==> config.mk <==
export PLATFORM = sky130hd
export DESIGN_NAME = lfsr_bank
export DESIGN_NICKNAME = d
export VERILOG_FILES = /design/src/rtl/lfsr_bank.sv
export SDC_FILE = /design/constraint.sdc
export NUM_CORES = 1
export LEC_CHECK = 0
export ABC_CLOCK_PERIOD_IN_PS = 14950
export CAP_MARGIN = 30
export CORE_MARGIN = 5
export CORE_UTILIZATION = 50
export CTS_CLUSTER_DIAMETER = 120
export DETAILED_ROUTE_END_ITERATION = 6
export PLACE_DENSITY = 0.71
export SETUP_SLACK_MARGIN = 0.1
export SYNTH_ARGS = -nofsm -noshare
export SYNTH_HDL_FRONTEND = slang
export SYNTH_SLANG_ARGS = --single-unit
==> constraint.sdc <==
create_clock -name clk -period 14.95 [get_ports clk]
set_input_delay 2.99 -clock clk [delete_from_list [all_inputs] [get_ports clk]]
set_output_delay 2.99 -clock clk [all_outputs]
set_load 0.01 [all_outputs]
==> src/rtl/lfsr_bank.sv <==
// lfsr_bank: bank of NCH independent XNOR Fibonacci LFSRs sharing one step enable.
//
// Each channel i shifts left and inserts fb_i = ~^(state_i & TAPS_i) at bit 0. The only
// fixed point of an XNOR LFSR is all-ones, reachable only with an even tap count. When a
// channel sits there and a step is requested, it is forced to zero and its sticky
// lock_flag bit is set. Only a seed load to that channel clears the flag.
//
// A one-entry output register lets the bus side sample any channel with valid/ready
// handshaking, without ever stalling generation.
//
// Ports:
//   clk        in   rising-edge clock
//   rst        in   asynchronous active-high reset
//   en         in   advance every channel one step this cycle
//   load       in   seed strobe
//   load_ch    in   channel to seed (values >= NCH are ignored)
//   load_data  in   seed value
//   rd_valid   in   read request
//   rd_ch      in   channel to sample (values >= NCH read as zero)
//   rd_ready   out  read accepted when high together with rd_valid
//   out_valid  out  sampled value available
//   out_data   out  sampled channel state (pre-edge value of the accepted read)
//   out_ready  in   consumer accepts out_data
//   lock_flag  out  sticky per-channel lock-up indicator
module lfsr_bank #(
  parameter int unsigned          WIDTH = 32,
  parameter int unsigned          NCH   = 4,
  parameter int unsigned          CHW   = (NCH > 1) ? $clog2(NCH) : 1,
  parameter logic [NCH*WIDTH-1:0] TAPS  = {32'h4040_1080, 32'h0400_4050,
                                           32'h0011_2014, 32'h0001_040C}
) (
  input  logic             clk,
  input  logic             rst,
  input  logic             en,
  input  logic             load,
  input  logic [CHW-1:0]   load_ch,
  input  logic [WIDTH-1:0] load_data,
  input  logic             rd_valid,
  input  logic [CHW-1:0]   rd_ch,
  output logic             rd_ready,
  output logic             out_valid,
  output logic [WIDTH-1:0] out_data,
  input  logic             out_ready,
  output logic [NCH-1:0]   lock_flag
);

  // Elaboration-time parameter sanity.
  if (WIDTH < 4) begin : g_bad_width
    $error("lfsr_bank: WIDTH must be at least 4");
  end
  if (NCH < 1) begin : g_bad_nch
    $error("lfsr_bank: NCH must be at least 1");
  end

  // ---------------------------------------------------------------------------
  // Channel state
  // ---------------------------------------------------------------------------
  logic [WIDTH-1:0] state_q [NCH];
  logic [WIDTH-1:0] state_d [NCH];
  logic [NCH-1:0]   lock_q;
  logic [NCH-1:0]   lock_d;

  logic [NCH-1:0]   fb;
  logic [NCH-1:0]   lockup;
  logic [NCH-1:0]   load_hit;

  always_comb begin : feedback
    fb       = '0;
    lockup   = '0;
    load_hit = '0;
    for (int unsigned i = 0; i < NCH; i++) begin
      fb[i]       = ~^(state_q[i] & TAPS[i*WIDTH +: WIDTH]);
      lockup[i]   = (&state_q[i]) & fb[i];
      // An out-of-range load_ch matches no channel, so such loads drop out naturally.
      load_hit[i] = load && (load_ch == CHW'(i));
    end
  end

  always_comb begin : next_state
    for (int unsigned i = 0; i < NCH; i++) begin
      state_d[i] = state_q[i];
      lock_d[i]  = lock_q[i];
      if (load_hit[i]) begin
        state_d[i] = load_data;
        lock_d[i]  = 1'b0;
      end else if (en && lockup[i]) begin
        // Escape the all-ones fixed point; zero is legal since its feedback is 1.
        state_d[i] = '0;
        lock_d[i]  = 1'b1;
      end else if (en) begin
        state_d[i] = {state_q[i][WIDTH-2:0], fb[i]};
      end
    end
  end

  always_ff @(posedge clk or posedge rst) begin : state_reg
    if (rst) begin
      for (int unsigned i = 0; i < NCH; i++) begin
        state_q[i] <= '0;
      end
      lock_q <= '0;
    end else begin
      for (int unsigned i = 0; i < NCH; i++) begin
        state_q[i] <= state_d[i];
      end
      lock_q <= lock_d;
    end
  end

  assign lock_flag = lock_q;

  // ---------------------------------------------------------------------------
  // Read port
  // ---------------------------------------------------------------------------
  logic [WIDTH-1:0] rd_sel;
  logic             rd_fire;
  logic             out_valid_q;
  logic             out_valid_d;
  logic [WIDTH-1:0] out_data_q;
  logic [WIDTH-1:0] out_data_d;

  // Sample the pre-edge state; unmatched selects (rd_ch >= NCH) read as zero.
  always_comb begin : read_mux
    rd_sel = '0;
    for (int unsigned i = 0; i < NCH; i++) begin
      if (rd_ch == CHW'(i)) begin
        rd_sel = state_q[i];
      end
    end
  end

  assign rd_ready = !out_valid_q || out_ready;
  assign rd_fire  = rd_valid && rd_ready;

  always_comb begin : out_next
    out_valid_d = out_valid_q;
    out_data_d  = out_data_q;
    if (rd_fire) begin
      out_valid_d = 1'b1;
      out_data_d  = rd_sel;
    end else if (out_ready) begin
      out_valid_d = 1'b0;
    end
  end

  always_ff @(posedge clk or posedge rst) begin : out_reg
    if (rst) begin
      out_valid_q <= 1'b0;
      out_data_q  <= '0;
    end else begin
      out_valid_q <= out_valid_d;
      out_data_q  <= out_data_d;
    end
  end

  assign out_valid = out_valid_q;
  assign out_data  = out_data_q;

endmodule

Word level (Yosys, flattened, before mapping)
Cells that the tools add are included.

Bitwise gates (word level): 4. Reductions and logical operators: 30. Eq/ne operators: 6. Muxes and demuxes: 26.

Operator list (count): two-way mux 32 bit (16); AND reduction 32 bit (4); XNOR reduction 32 bit (4); nonzero test 3 bit (4); two-way mux 1 bit (10); nonzero test 2 bit (5); logical AND 1 bit (9); == test 2 bit, second input constant (4); bitwise AND 1 bit (4); == test 2 x 1 -> 1 bit, second input constant (2); zero test 2 bit (2); zero test 1 bit (1); logical OR 1 bit (1).

Register bits: 165. Logic and storage cells: 76. Input port bits: 42.

Depth between registers and ports, before layout
Depth in word-level cells: 5. Gate-level depth with buffers: 6.

Worst setup path before layout
Ideal clock, no wire load.

Path type: input -> output. From: input out_ready. To: output rd_ready. Cell stages on the path: 1. Data arrival time: 3.173 ns. Buffers on the path: 0. Setup slack: 8.787 ns. Cells stage by stage: nand2b_1.

Longest elaborated chain between the ends: 1.

Ends and longest elaborated chain: start, declared (line 43) `input logic out_ready,`; logical OR 1 bit (line 132) `assign rd_ready = !out_valid_q || out_ready;`; end, declared (line 40) `output logic rd_ready,`.

No other way between the ends.

Final worst setup path
Same ends and word-level chain as after synthesis.

==> results.ini <==
[outcome]
outcome=finished clean

[pwr]
ir_worst_vdd_uv=90.0
p_sw_uw=432
p_int_uw=995
power_frac_clock_pct=29.7
p_sw_share_pct=30.3
seq_power_share_pct=46.0
p_per_area_nw_per_um2=145
comb_power_share_pct=24.4
leakage_uw=0.00412

[place]
detailed_place_hpwl_mm=14.1
gp_congestion=0.880
place_ws_ns=7.85
portBuffers=79

[global_routing]
gr-total-overflow=0
gr-usage-all-layers_pct=23.3
grt_pass1_wl_mm=36.0
grt_max_degree=85
use_met2_pct=35.7
use_met1_pct=32.9
use_met3_pct=6.45
grt_busiest_layer=met2
antenna_found_initial=0
grt_pass1_vias=6428

[timing]
min_period_ns=7.11
setup-tns-final_ns=0
rsz0062_at_grt=no
slew_viol_final=0
hold_viol=0
skew_ns=0.00780
fmax_mhz=141
tightest_slew_ns=1.01
relSlewSlack_pct=32.8
fin_ws_ns=7.84
finalCritPeriodShare_pct=47.6
setup_viol=0

[clocking]
worst_skew_pair.late_latency_ns=0.43
clk_pin_slew_worst_paths_ns=0.06
root_buffer=clkbuf_16
tritoncts=built
cts-resized-gates=0
clkSinkCount=165
cts_max_path_buffers=2
ctsHoldBuffers=0
post_cts_buffers=0
cts_buffers=17
cts.htree.levels=4

[critical_path]
r2r_start=state_q[99]
path_buf_inv=2
path_cells=clkdlybuf4s50_1 > nand2b_1 > clkdlybuf4s50_1
reg2reg_depth=6
crit_top_cell=clkdlybuf4s50_1
endpoint=rd_ready
crit_arrival_ns=4.12
end_kind=output pin
cp_slowest_cell=clkdlybuf4s50_1
worst-r2r-setup-slack_ns=12.52
path_delay_family=buffers and inverters
crit_fanout=3
rr_endpoint=state_q[109]
cp-start-kind=input pin
required_ns=11.96
crit_type=input pin to output pin
startpoint=out_ready
critical_path_depth=3
max_stage_delay_ns=0.56

[die]
core_area_um2=16400
num_rows=47
start_util_pct=50.4
die_h_um=139
num_io_pins=80
dieWidth_um=139
dieArea_um2=19200

[job]
cap_violations=0

[finish]
syn_to_final_growth_pct=19.2
final_layout_size_suffix_gt1_share_pct=17.1
fill_cells=1276
nNetsFinal=755
antenna_cells=0

[routing]
num_vias=6346
routed_wl_mm=22.1
drc=0
wl_per_cell_um=23.4
dr.first_iter.drc_count=763
first_pass_iters=5
ant_nets=0
vias_per_cell=6.72

[synth]
synth_top_cell_by_area=dfrtp_1
syn_area_um2=8270
post_synth_num_cell_types=36
synth_top_area_share_pct=50.0
seq_area_frac_synth_pct=50.0
synth_warnings=0
synthTopCellsByArea=dfrtp_1 (50%), a221o_1 (11%), mux4_2 (8.7%)
ys_ff_latch=165
synth_nets=703
synth_cells=660
synth.avg_cell_area_um2=12.5

[min_path]
hp-class=flop to flop

registers in the layout, indices dropped and copies added (netlist names):
| name | cells |
|---|---|
| lock_flag | 4 |
| out_valid | 1 |
| state_q | 128 |
| out_data | 32 |
how the worst min path moves through the flow:
stage                             from           end  cells after the start
after floorplan            state_q[64]   state_q[64]                      2
after global placement    lock_flag[1]  lock_flag[1]                      1
after detailed placement  lock_flag[1]  lock_flag[1]                      1
after CTS                 lock_flag[1]  lock_flag[1]                      1
after global routing      lock_flag[1]  lock_flag[1]                      1
final                     lock_flag[1]  lock_flag[1]                      1
cell families (layout without fill, tap and decap cells):
group           count (synthesis)  after routing  share of synthesized area [%]
simple gates                  182            182                           13.8
flops                         165            165                           50.0
compound gates                138            138                           14.4
mux                            95             95                           16.8
buf+inv                        67            132                           3.56
xor+xnor                       12             12                           1.27
fa+ha+maj                       1              1                          0.151
stage by stage:
stage / total power, uW / instances / hold slack (ns) / util [%] / area (um2)
CTS: 1430 / 944 / 0.490 / 60.0 / 9840
global route: 1490 / 945 / 0.516 / 60.1 / 9850
floorplan: 850 / 660 / 0.493 / - / 8270
finish: 1430 / 945 / 0.481 / 60.1 / 9850
global placement: 990 / 908 / 0.468 / 55.9 / 9170
detailed placement: 1010 / 912 / 0.475 / 56.5 / 9270
layer usage:
layer	wire, um	vias to the layer above	share of wire [%]
met5	0	-	0
met4	337	0	1.5
met3	1810	30	8.2
met2	10600	338	48
met1	9350	3258	42
li1	-	2720	-
cells in the mapped netlist (all sizes together):
library cell  count
mux4             32
nand2b            3
a311oi            1
a31oi             2
xnor2            11
mux2i            31
nand2             7
xor2              1
mux2             32
and2              2
buf              23
clkbuf           39
and3b             1
a221o            93
nor3              2
nor3b            65
nor4              4
o21ai             3
and3             33
ha                1
a41oi             2
nand3b            1
nand3             3
dfrtp           165
nor2             37
nand4            24
a21oi            36
o2bb2ai           1
inv               5
cell type report:
type	instances	area (um2)	share of cell area [%]
clock buffer	18	439	4.46
sequential	165	4130	41.9
timing repair buffer	95	983	9.98
inverter	5	23.8	0.241
clock inverter	14	130	1.32
tap	220	275	2.79
multi-input combinational	428	3870	39.3
placed cells by master (no fill, tap or decap), types with 2 or more instances in the layout:
| master | synthesis | final |
|---|---|---|
| a21oi_1 | 36 | 36 |
| a221o_1 | 93 | 93 |
| a31oi_1 | 2 | 2 |
| and2_1 | 2 | 2 |
| and3_1 | 33 | 33 |
| buf_16 | 0 | 3 |
| buf_4 | 1 | 12 |
| clkbuf_16 | 0 | 17 |
| clkdlybuf4s50_1 | 0 | 77 |
| clkinv_2 | 0 | 2 |
| clkinv_4 | 0 | 4 |
| clkinvlp_4 | 0 | 5 |
| dfrtp_1 | 165 | 165 |
| inv_1 | 5 | 4 |
| inv_6 | 0 | 3 |
| mux2_2 | 32 | 32 |
| mux2i_1 | 31 | 31 |
| mux4_2 | 32 | 32 |
| nand2_1 | 7 | 7 |
| nand2b_1 | 3 | 3 |
| nand3_1 | 3 | 3 |
| nand4_1 | 23 | 23 |
| nor2_1 | 37 | 37 |
| nor3_1 | 2 | 2 |
| nor3b_1 | 65 | 64 |
| nor4_2 | 2 | 2 |
| o21ai_1 | 3 | 3 |
| xnor2_1 | 11 | 11 |
power by group through the flow:
stage	clock, uW	combinational, uW	sequential, uW
3_5_place_dp	0	348	659
4_1_cts	430	351	652
2_1_floorplan	0	215	636
3_3_place_gp	0	335	654
5_1_grt	447	377	669
6_report	423	347	656
Power figures use the tool's default switching activity.
